===== config.mk =====
export PLATFORM = sky130hd
export DESIGN_NAME = adc_spi_responder
export DESIGN_NICKNAME = d
export VERILOG_FILES = /design/src/rtl/adc_spi_responder.sv
export SDC_FILE = /design/constraint.sdc
export NUM_CORES = 1
export LEC_CHECK = 0
export ABC_CLOCK_PERIOD_IN_PS = 2100
export CAP_MARGIN = 20
export CORE_ASPECT_RATIO = 1.75
export CORE_UTILIZATION = 56
export CTS_CLUSTER_DIAMETER = 100
export DETAILED_ROUTE_END_ITERATION = 10
export PLACE_DENSITY = 0.77
export SYNTH_ARGS = -nofsm -noshare
export SYNTH_HDL_FRONTEND = slang
export SYNTH_SLANG_ARGS = --single-unit
export TNS_END_PERCENT = 5

===== constraint.sdc =====
create_clock -name clk -period 2.1 [get_ports clk]
set_input_delay 0.21 -clock clk [delete_from_list [all_inputs] [get_ports clk]]
set_output_delay 0.21 -clock clk [all_outputs]
set_load 0.005 [all_outputs]

===== src/rtl/adc_spi_responder.sv =====
// ADC-side SPI responder. It answers a master's cs/spi_clk with
// {LEAD_ZEROS zeros, sample} frames, MSB first.
// cs and spi_clk are synchronized into clk; nothing runs on spi_clk.
// Samples arrive through a one-entry holding buffer (valid/ready).
// Handshake: a sample transfers on any clk edge where sample_valid && sample_ready.
// sample_ready is simply "holding buffer empty".
module adc_spi_responder #(
   parameter int DATA_W      = 12,
   parameter int LEAD_ZEROS  = 4,
   parameter int SYNC_STAGES = 2
) (
   input  logic              clk,
   input  logic              reset_b,
   input  logic              cs,
   input  logic              spi_clk,
   input  logic [DATA_W-1:0] sample_in,
   input  logic              sample_valid,
   output logic              sample_ready,
   output logic              sdo,
   output logic              sdo_oe,
   output logic              busy,
   output logic              frame_done,
   output logic              frame_abort,
   output logic              stale
);

   localparam int FRAME_BITS = LEAD_ZEROS + DATA_W;
   localparam int CNT_W      = $clog2(FRAME_BITS + 1);

   typedef enum logic [1:0] {IDLE, SHIFT, DONE} state_t;

   // Bits [SYNC_STAGES-1:0] form the synchronizer. The top bit holds the
   // previous value of the last stage, so an edge is seen by comparing the two.
   logic [SYNC_STAGES:0]  cs_sync;
   logic [SYNC_STAGES:0]  sck_sync;
   logic                  cs_fall;
   logic                  cs_rise;
   logic                  sck_fall;

   state_t                state;
   state_t                state_d;
   logic [FRAME_BITS-1:0] shift;
   logic [FRAME_BITS-1:0] shift_d;
   logic [CNT_W-1:0]      cnt;
   logic [CNT_W-1:0]      cnt_d;
   logic                  hold_full;
   logic                  hold_full_d;
   logic [DATA_W-1:0]     hold;
   logic [DATA_W-1:0]     hold_d;
   logic [DATA_W-1:0]     last;
   logic [DATA_W-1:0]     last_d;
   logic [DATA_W-1:0]     word;
   logic                  accept;
   logic                  take;
   logic                  done_d;
   logic                  abort_d;
   logic                  stale_d;

   // Shift the asynchronous pins through the synchronizer.
   // It resets to 0, so a cs held low across reset is not taken as a new frame.
   always_ff @(posedge clk or negedge reset_b) begin
      if (!reset_b) begin
         cs_sync  <= '0;
         sck_sync <= '0;
      end else begin
         cs_sync  <= {cs_sync[SYNC_STAGES-1:0], cs};
         sck_sync <= {sck_sync[SYNC_STAGES-1:0], spi_clk};
      end
   end

   assign cs_fall  =  cs_sync[SYNC_STAGES]  & ~cs_sync[SYNC_STAGES-1];
   assign cs_rise  = ~cs_sync[SYNC_STAGES]  &  cs_sync[SYNC_STAGES-1];
   assign sck_fall =  sck_sync[SYNC_STAGES] & ~sck_sync[SYNC_STAGES-1];

   assign accept       = sample_valid & ~hold_full;
   assign word         = hold_full ? hold : last;
   assign sample_ready = ~hold_full;
   assign sdo          = shift[FRAME_BITS-1];
   assign sdo_oe       = (state != IDLE);
   assign busy         = (state != IDLE);

   // Next-state logic for frame control, shifting and the holding buffer.
   // cs rising has priority over everything, so a simultaneous spi_clk fall is dropped.
   always_comb begin
      state_d     = state;
      shift_d     = shift;
      cnt_d       = cnt;
      hold_full_d = hold_full;
      hold_d      = hold;
      last_d      = last;
      done_d      = 1'b0;
      abort_d     = 1'b0;
      stale_d     = 1'b0;
      take        = 1'b0;
      if (cs_rise) begin
         state_d = IDLE;
         shift_d = '0;
         cnt_d   = '0;
         abort_d = (state == SHIFT);
      end else begin
         case (state)
            IDLE: begin
               if (cs_fall) begin
                  state_d = SHIFT;
                  shift_d = FRAME_BITS'(word);
                  cnt_d   = CNT_W'(1);
                  if (hold_full) begin
                     take   = 1'b1;
                     last_d = hold;
                  end else begin
                     stale_d = 1'b1;
                  end
               end
            end
            SHIFT: begin
               if (sck_fall) begin
                  // After the last bit the register has shifted out to all
                  // zeros, which is what drives sdo low in DONE.
                  shift_d = {shift[FRAME_BITS-2:0], 1'b0};
                  if (cnt == CNT_W'(FRAME_BITS)) begin
                     state_d = DONE;
                     done_d  = 1'b1;
                  end else begin
                     cnt_d = cnt + CNT_W'(1);
                  end
               end
            end
            DONE: begin
               state_d = DONE;
            end
            default: begin
               state_d = IDLE;
            end
         endcase
      end
      // take needs a full buffer and accept needs an empty one, so both can never be set.
      if (take) begin
         hold_full_d = 1'b0;
      end else if (accept) begin
         hold_full_d = 1'b1;
         hold_d      = sample_in;
      end
   end

   // Register the FSM, the datapath and the event pulses.
   always_ff @(posedge clk or negedge reset_b) begin
      if (!reset_b) begin
         state       <= IDLE;
         shift       <= '0;
         cnt         <= '0;
         hold_full   <= 1'b0;
         hold        <= '0;
         last        <= '0;
         frame_done  <= 1'b0;
         frame_abort <= 1'b0;
         stale       <= 1'b0;
      end else begin
         state       <= state_d;
         shift       <= shift_d;
         cnt         <= cnt_d;
         hold_full   <= hold_full_d;
         hold        <= hold_d;
         last        <= last_d;
         frame_done  <= done_d;
         frame_abort <= abort_d;
         stale       <= stale_d;
      end
   end

endmodule


==> key figures, run 1 <==
Outcome
  – Outcome: finished, final reports clean

Synth
  – Most common cell in the netlist: dfrtp_1
  – Share of flip-flops with an asynchronous set or reset: 100%
  – FF+latch count, synth: 57
  – Sequential share of the synthesized area: between 50% and 60%
  – Most used DFF post-synth: dfrtp_1
  – Yosys cell types: 32
  – Synth area leader: dfrtp_1
  – Post-synthesis instance area: approximately 2600 sq um
  – Net Count, Synth: 249
  – Yosys warnings: 0
  – Top post-synthesis cells by count: 57 x dfrtp_1, 24 x mux2_2, 22 x nand2_1
  – Mean Syn Cell Area: 11.5 sq um
  – Cells after Synth: between 200 and 250
  – Yosys top cell area share: about 55%
  – EDFF count, synth: 0
  – Synth area leaders: dfrtp_1 55%, mux2_2 10%, mux2i_1 5.4%

Pwr
  – Max VDD drop: approximately 0.96 mV
  – LEAKAGE: roughly 1.5 nW
  – Power Dens Cells: 1360 nW/um^2

Layout
  – Diode count: 0
  – Synth-to-layout area growth: 19.9%
  – Final Net Count: 280
  – Share of layout cells above drive strength 1: between 20% and 30%
  – Fill cell total of the finished layout: 355

Timing
  – Slew Viols, Final: 0
  – Fmax: 520 MHz
  – Sum of negative setup slack: 0 ps
  – Final period util: 91.6%
  – Max_slew headroom: 60.3%
  – Hold Fails Final Rpt: 0
  – Final setup margin: ~180 ps
  – Final Skew: 4.26 ps
  – Worst Max-Slew Pin Slew: around 600 ps
  – Count of final setup violators: 0
  – Final min period: 1920 ps
  – RSZ-0062 raised after global routing: no

Clock network
  – Post CTS Setup Buffer Count: 0
  – Clock Sink Count: 57
  – CTS root buf: clkbuf_8
  – CTS tree: built
  – CTS max path bufs: 2
  – Clock Pin Slew Worst Setup and Hold Paths: 70 ps
  – H-tree levels: 3
  – Inserted Clock Buffers: 9
  – Worst skew pair latency: around 330 ps

Job
  – Max Cap Viol: 0

Global route
  – Largest net degree at the start of global routing: 36
  – First-pass GRT wire length: 8060 um
  – Initial antenna violation count: 0
  – Total congestion overflow: 0
  – Vias in the first global route: around 1900
  – Total track usage: between 20 and 25%

Floorplanning
  – Core Rows: 32
  – I/O Pins: 24
  – Die area: 4900 sq um
  – Initial Utilization: 58.6%
  – Die height: 91.8 um
  – Area of the core: 4400 sq um
  – Horiz. Die Dim: around 53 um

Placed design
  – GPL Wtd Cong: between 0.7 and 0.8
  – Buffers on Ports: 23
  – Hpwl dp: 3230 um
  – Pre-CTS setup slack: 216 ps

Setup path
  – Critical Path End Type: output port
  – Crit path DAT: 1710 ps
  – Critical path peak fanout: 6
  – Worst EP required: 1890 ps
  – Worst Path Class, Setup: register to output port
  – Startpoint types: register

Routing
  – Total Routed Length: 4610 um
  – 1st-pass router iterations: 4
  – Vias/cell: 5.53
  – Iteration-0 DRC Markers: 32
  – Antenna viol nets, final: 0
  – Total number of vias: 1719
  – Post-route DRC: 0
  – WL/cell: 14.8 um

Min path
  – Worst Hold Class: input port to register
placed cells by master (no fill, tap or decap), types with 2 or more instances in the layout:
master,count
o31ai_1,14
dfrtp_1,57
nand2b_1,5
ha_1,8
nand4_1,2
nor2b_1,2
o21ai_0,10
clkdlybuf4s50_1,22
buf_12,2
buf_4,9
inv_1,8
mux2_2,24
nand2_1,22
clkinvlp_4,2
clkinv_2,3
a21oi_1,12
clkbuf_8,11
mux2i_1,14
nor2_1,15
nor3_1,2
a31oi_1,2
metrics by stage:
step                instances  util [%]  hold WS [ps]  total power [mW]  instance area, sq um
floorplan                 224         -         -85.6              2.88                  2580
global placement          294      65.9           250              3.27                  2900
detailed placement        294      65.9           248              3.34                  2900
CTS                       311      70.3           299              4.28                  3100
global route              311      70.3           306              4.55                  3100
finish                    311      70.3           323              4.22                  3100
registers in the layout, summed over array words and instances (netlist names), 2 cells and up:
signal,count
shift,16
sck_sync,3
last,12
hold,12
cs_sync,3
cnt,5
state,2
critical path: stages, from the launching register on:
cell	delay, ps
dfrtp_1	370
inv_1	80
ha_1	280
inv_1	140
clkdlybuf4s50_1	510
cell families after synthesis:
logic type               after synthesis  synth area share (%)
multiplexers                          39                  16.5
AND/OR/NAND/NOR                       55                  10.2
adder cells (fa/ha/maj)                8                  3.88
buffers and inverters                 23                  4.07
AO/OA/AOI/OAI                         42                  10.2
flip-flops                            57                  55.2
routing by layer:
metal	global-route usage [%]	wire (um)	up-vias
met5	0	0	-
met1	25.0	1790	853
li1	-	-	842
met2	40.0	2640	18
met4	10.5	92	0
met3	6.47	92	6
final cells by class:
class / instances / area, sq um / share of cell area (%)
multi-input cells: 144 / 1050 / 34.0
well taps: 51 / 63.8 / 2.06
repair buffers: 35 / 343 / 11.1
clock inverters: 5 / 30.0 / 0.970
clock buffers: 11 / 151 / 4.89
inverters: 8 / 30.0 / 0.970
flip-flops and latches: 57 / 1430 / 46.1
final timing paths:
| path | startpoint | endpoint | slack (ps) | cells after the start |
|---|---|---|---|---|
| max | state[0] | sdo_oe | 180 | 4 |
| min | cs | cs_sync[0] | 320 | 1 |
| max reg2reg | state[0] | cnt[4] | 220 | 7 |
| min reg2reg | cs_sync[0] | cs_sync[1] | 350 | 0 |
| max in group asynchronous | reset_b | hold[8] | 1120 | 3 |
| min in group asynchronous | reset_b | cs_sync[2] | 410 | 2 |
what timing repair did:
item,in CTS,in global routing
resized for setup,0,0
hold endpoints to repair,25,0
hold buffers,1,0
where the power goes:
| part | switching, mW | internal [mW] | leakage, nW |
|---|---|---|---|
| Combinational | 0.788 | 0.801 | 0.653 |
| Sequential | 0.223 | 1.49 | 0.710 |
| Clock | 0.433 | 0.485 | 0.0911 |
| Total | 1.44 | 2.78 | 1.45 |
Power figures use the tool's default switching activity.
==> run 2, diff against run 1 <==
- SETUP_SLACK_MARGIN: default -> 0.2
==> run 2 against run 1 <==
  * Clock skew fell by 0.58 ps
  * Largest cell class unchanged
  * Sequential cell count unchanged
  * Critical endpoint is now cnt[3]
  * Critical path depth increased by 2
  * Routed wire length increased by 3.2%
  * Maximum frequency increased by 4.1%
  * First-iteration DRC count is 16% lower
  * Sequential power about the same
  * Highest routed layer unchanged
  * Cell count up 0.64%
  * Combinational power increased by 8%
  * Worst setup slack improved by 75 ps
  * Die area stayed put
==> key figures, run 2 (synthesis gave the netlist of run 1 again) <==
Floorplanning
  – Die height: 91.8 um
  – Core Rows: 32
  – Horiz. Die Dim: approximately 53 um
  – Initial Utilization: 58.6%
  – Area of the core: 4400 sq um
  – I/O Pins: 24
  – Die area: 4900 sq um

Layout
  – Final Cell Area: 3150 sq um
  – Largest registers: shift: 16 flops, hold: 12 flops, last: 12 flops
  – Share of layout cells above drive strength 1: about a quarter
  – Max FFs per register: 16
  – Non-filler cells, final: 313
  – Diode count: 0
  – Biggest register: shift
  – Final Net Count: 282
  – Synth-to-layout area growth: 21.8%
  – Commonest cells after routing, fill and taps aside: 57 x dfrtp_1, 24 x mux2_2, 22 x nand2_1, 22 x clkdlybuf4s50_1, 15 x nor2_1
  – Commonest non-fill, non-tap cell in the layout: dfrtp_1

Pwr
  – Max VDD drop: 0.957 mV
  – Internal power: 2.87 mW
  – Psw: 1.49 mW
  – Power Dens Cells: 1390 nW/um^2
  – Sw Ratio: 34.2%
  – Sequential share of power: 39.4%
  – Clk network pwr share: 21.1%
  – LEAKAGE: between 1 and 1.5 nW
  – Combinational share of power: approximately two fifths

Timing
  – WHS: ~320 ps
  – Slew Viols, Final: 0
  – Final period util: 88.0%
  – Max_slew headroom: 60.4%
  – Final Skew: 3.68 ps
  – Sum of negative setup slack: 0 ps
  – Fmax: 541 MHz
  – RSZ-0062 raised after global routing: yes
  – Count of final setup violators: 0
  – Final min period: 1850 ps
  – Hold Fails Final Rpt: 0
  – Worst Max-Slew Pin Slew: 594 ps

Clock network
  – Inserted Clock Buffers: 9
  – CTS root buf: clkbuf_8
  – CTS max path bufs: 2
  – CTS tree: built
  – Clock Sink Count: 57
  – H-tree levels: 3
  – Clock Pin Slew Worst Setup and Hold Paths: 60 ps
  – Worst skew pair latency: 330 ps

Setup path
  – CP bufs+invs: 2
  – Flop2flop setup slack: 250 ps
  – Crit path DAT: 2060 ps
  – Worst Path Class, Setup: register to register
  – Critical Path End Type: register
  – CP max stage delay: 440 ps
  – Critical path peak fanout: 18
  – Critical path, cell by cell: inv_1 > ha_1 > a221o_2 > buf_12 > o31ai_1 > o21ai_0
  – R2R Path Start: cs_sync[1]
  – R2r endpoint: cnt[3]
  – Slowest-stage cell, CP: a221o_2
  – Worst path top cell family by delay: compound AO/OA/AOI/OAI gates
  – Worst EP required: 2310 ps
  – Startpoint types: register
  – Cells on worst reg2reg path: 6

Global route
  – First-pass GRT wire length: 8050 um
  – Initial antenna violation count: 0
  – Total congestion overflow: 0
  – Vias in the first global route: 1887
  – Total track usage: 23.2%
  – Largest net degree at the start of global routing: 36

Min path
  – Hold Path Depth: 1
  – HP Start: cs
  – Worst Hold End: cs_sync[0]
  – Worst Hold Class: input port to register

Routing
  – Post-route DRC: 0
  – Antenna viol nets, final: 0
  – Iteration-0 DRC Markers: 27
  – 1st-pass router iterations: 4
  – Total number of vias: ~1700
  – Vias/cell: ~5.5
  – WL/cell: 15.2 um
  – Total Routed Length: 4760 um

Placed design
  – Cell total after placement: 294
  – Area post-placement: 2900 sq um
  – Buffers on Ports: 23
  – GPL Wtd Cong: 0.793
  – Hpwl dp: 3230 um

Outcome
  – Outcome: finished, final reports clean

Job
  – Max Cap Viol: 0
## run 2: worst max-delay path by stage
stage | slack (ps) | end | startpoint | cells past startpoint
4_1_cts | 200 | cnt[4] | state[1] | 8
5_1_grt | 170 | cnt[4] | cs_sync[1] | 6
3_3_place_gp | 330 | cnt[3] | state[0] | 7
2_1_floorplan | 250 | cnt[0] | state[0] | 7
6_report | 250 | cnt[3] | cs_sync[1] | 6
3_5_place_dp | 220 | cnt[4] | state[1] | 8
## run 2: power groups by stage
stage               Clock (mW)  Sequential, mW  Combinational [mW]
finish                   0.919            1.72                1.72
floorplan                    0            1.67                1.21
CTS                      0.944            1.72                1.62
global route             0.984            1.77                1.92
detailed placement           0            1.74                1.60
global placement             0            1.72                1.55
## run 2: worst reg2reg max path: stages, from the launching register on
cell and delay (ps):
dfrtp_1 390, inv_1 70, ha_1 320, a221o_2 440, buf_12 170, o31ai_1 210
o21ai_0 110
## run 2: what timing repair did
| item | in CTS | in global routing |
|---|---|---|
| hold endpoints to repair | 25 | 0 |
| cloned | 0 | 1 |
| hold buffers | 1 | 0 |
| gates resized for setup | 1 | 5 |
| endpoints found under the setup margin | 2 | 6 |
| pin swaps | 0 | 1 |
| setup buffers | 0 | 1 |
## run 2: final cells by class
type | instances | area (sq um)
Sequential cell | 57 | 1430
Fill cell | 347 | 1260
Multi-Input combinational cell | 144 | 1070
Timing Repair Buffer | 37 | 375
Clock buffer | 11 | 151
Tap cell | 51 | 63.8
Clock inverter | 5 | 30.0
Inverter | 8 | 30.0
## run 2: routing by layer
metal	vias to the layer above	wire length (um)	GRT usage, %	share of wire [%]
li1	840	-	-	-
met1	865	1860	24.9	39
met2	22	2710	40.0	57
met3	6	99	6.47	2.1
met4	0	92	10.5	1.9
met5	-	0	0	0
## run 2: per-stage QoR
| step | power (mW) | setup WS (ps) | utilization [%] |
|---|---|---|---|
| floorplan | 2.88 | 248 | - |
| global placement | 3.27 | 335 | 65.9 |
| detailed placement | 3.34 | 216 | 65.9 |
| CTS | 4.28 | 202 | 70.3 |
| global route | 4.68 | 174 | 71.4 |
| finish | 4.36 | 252 | 71.4 |
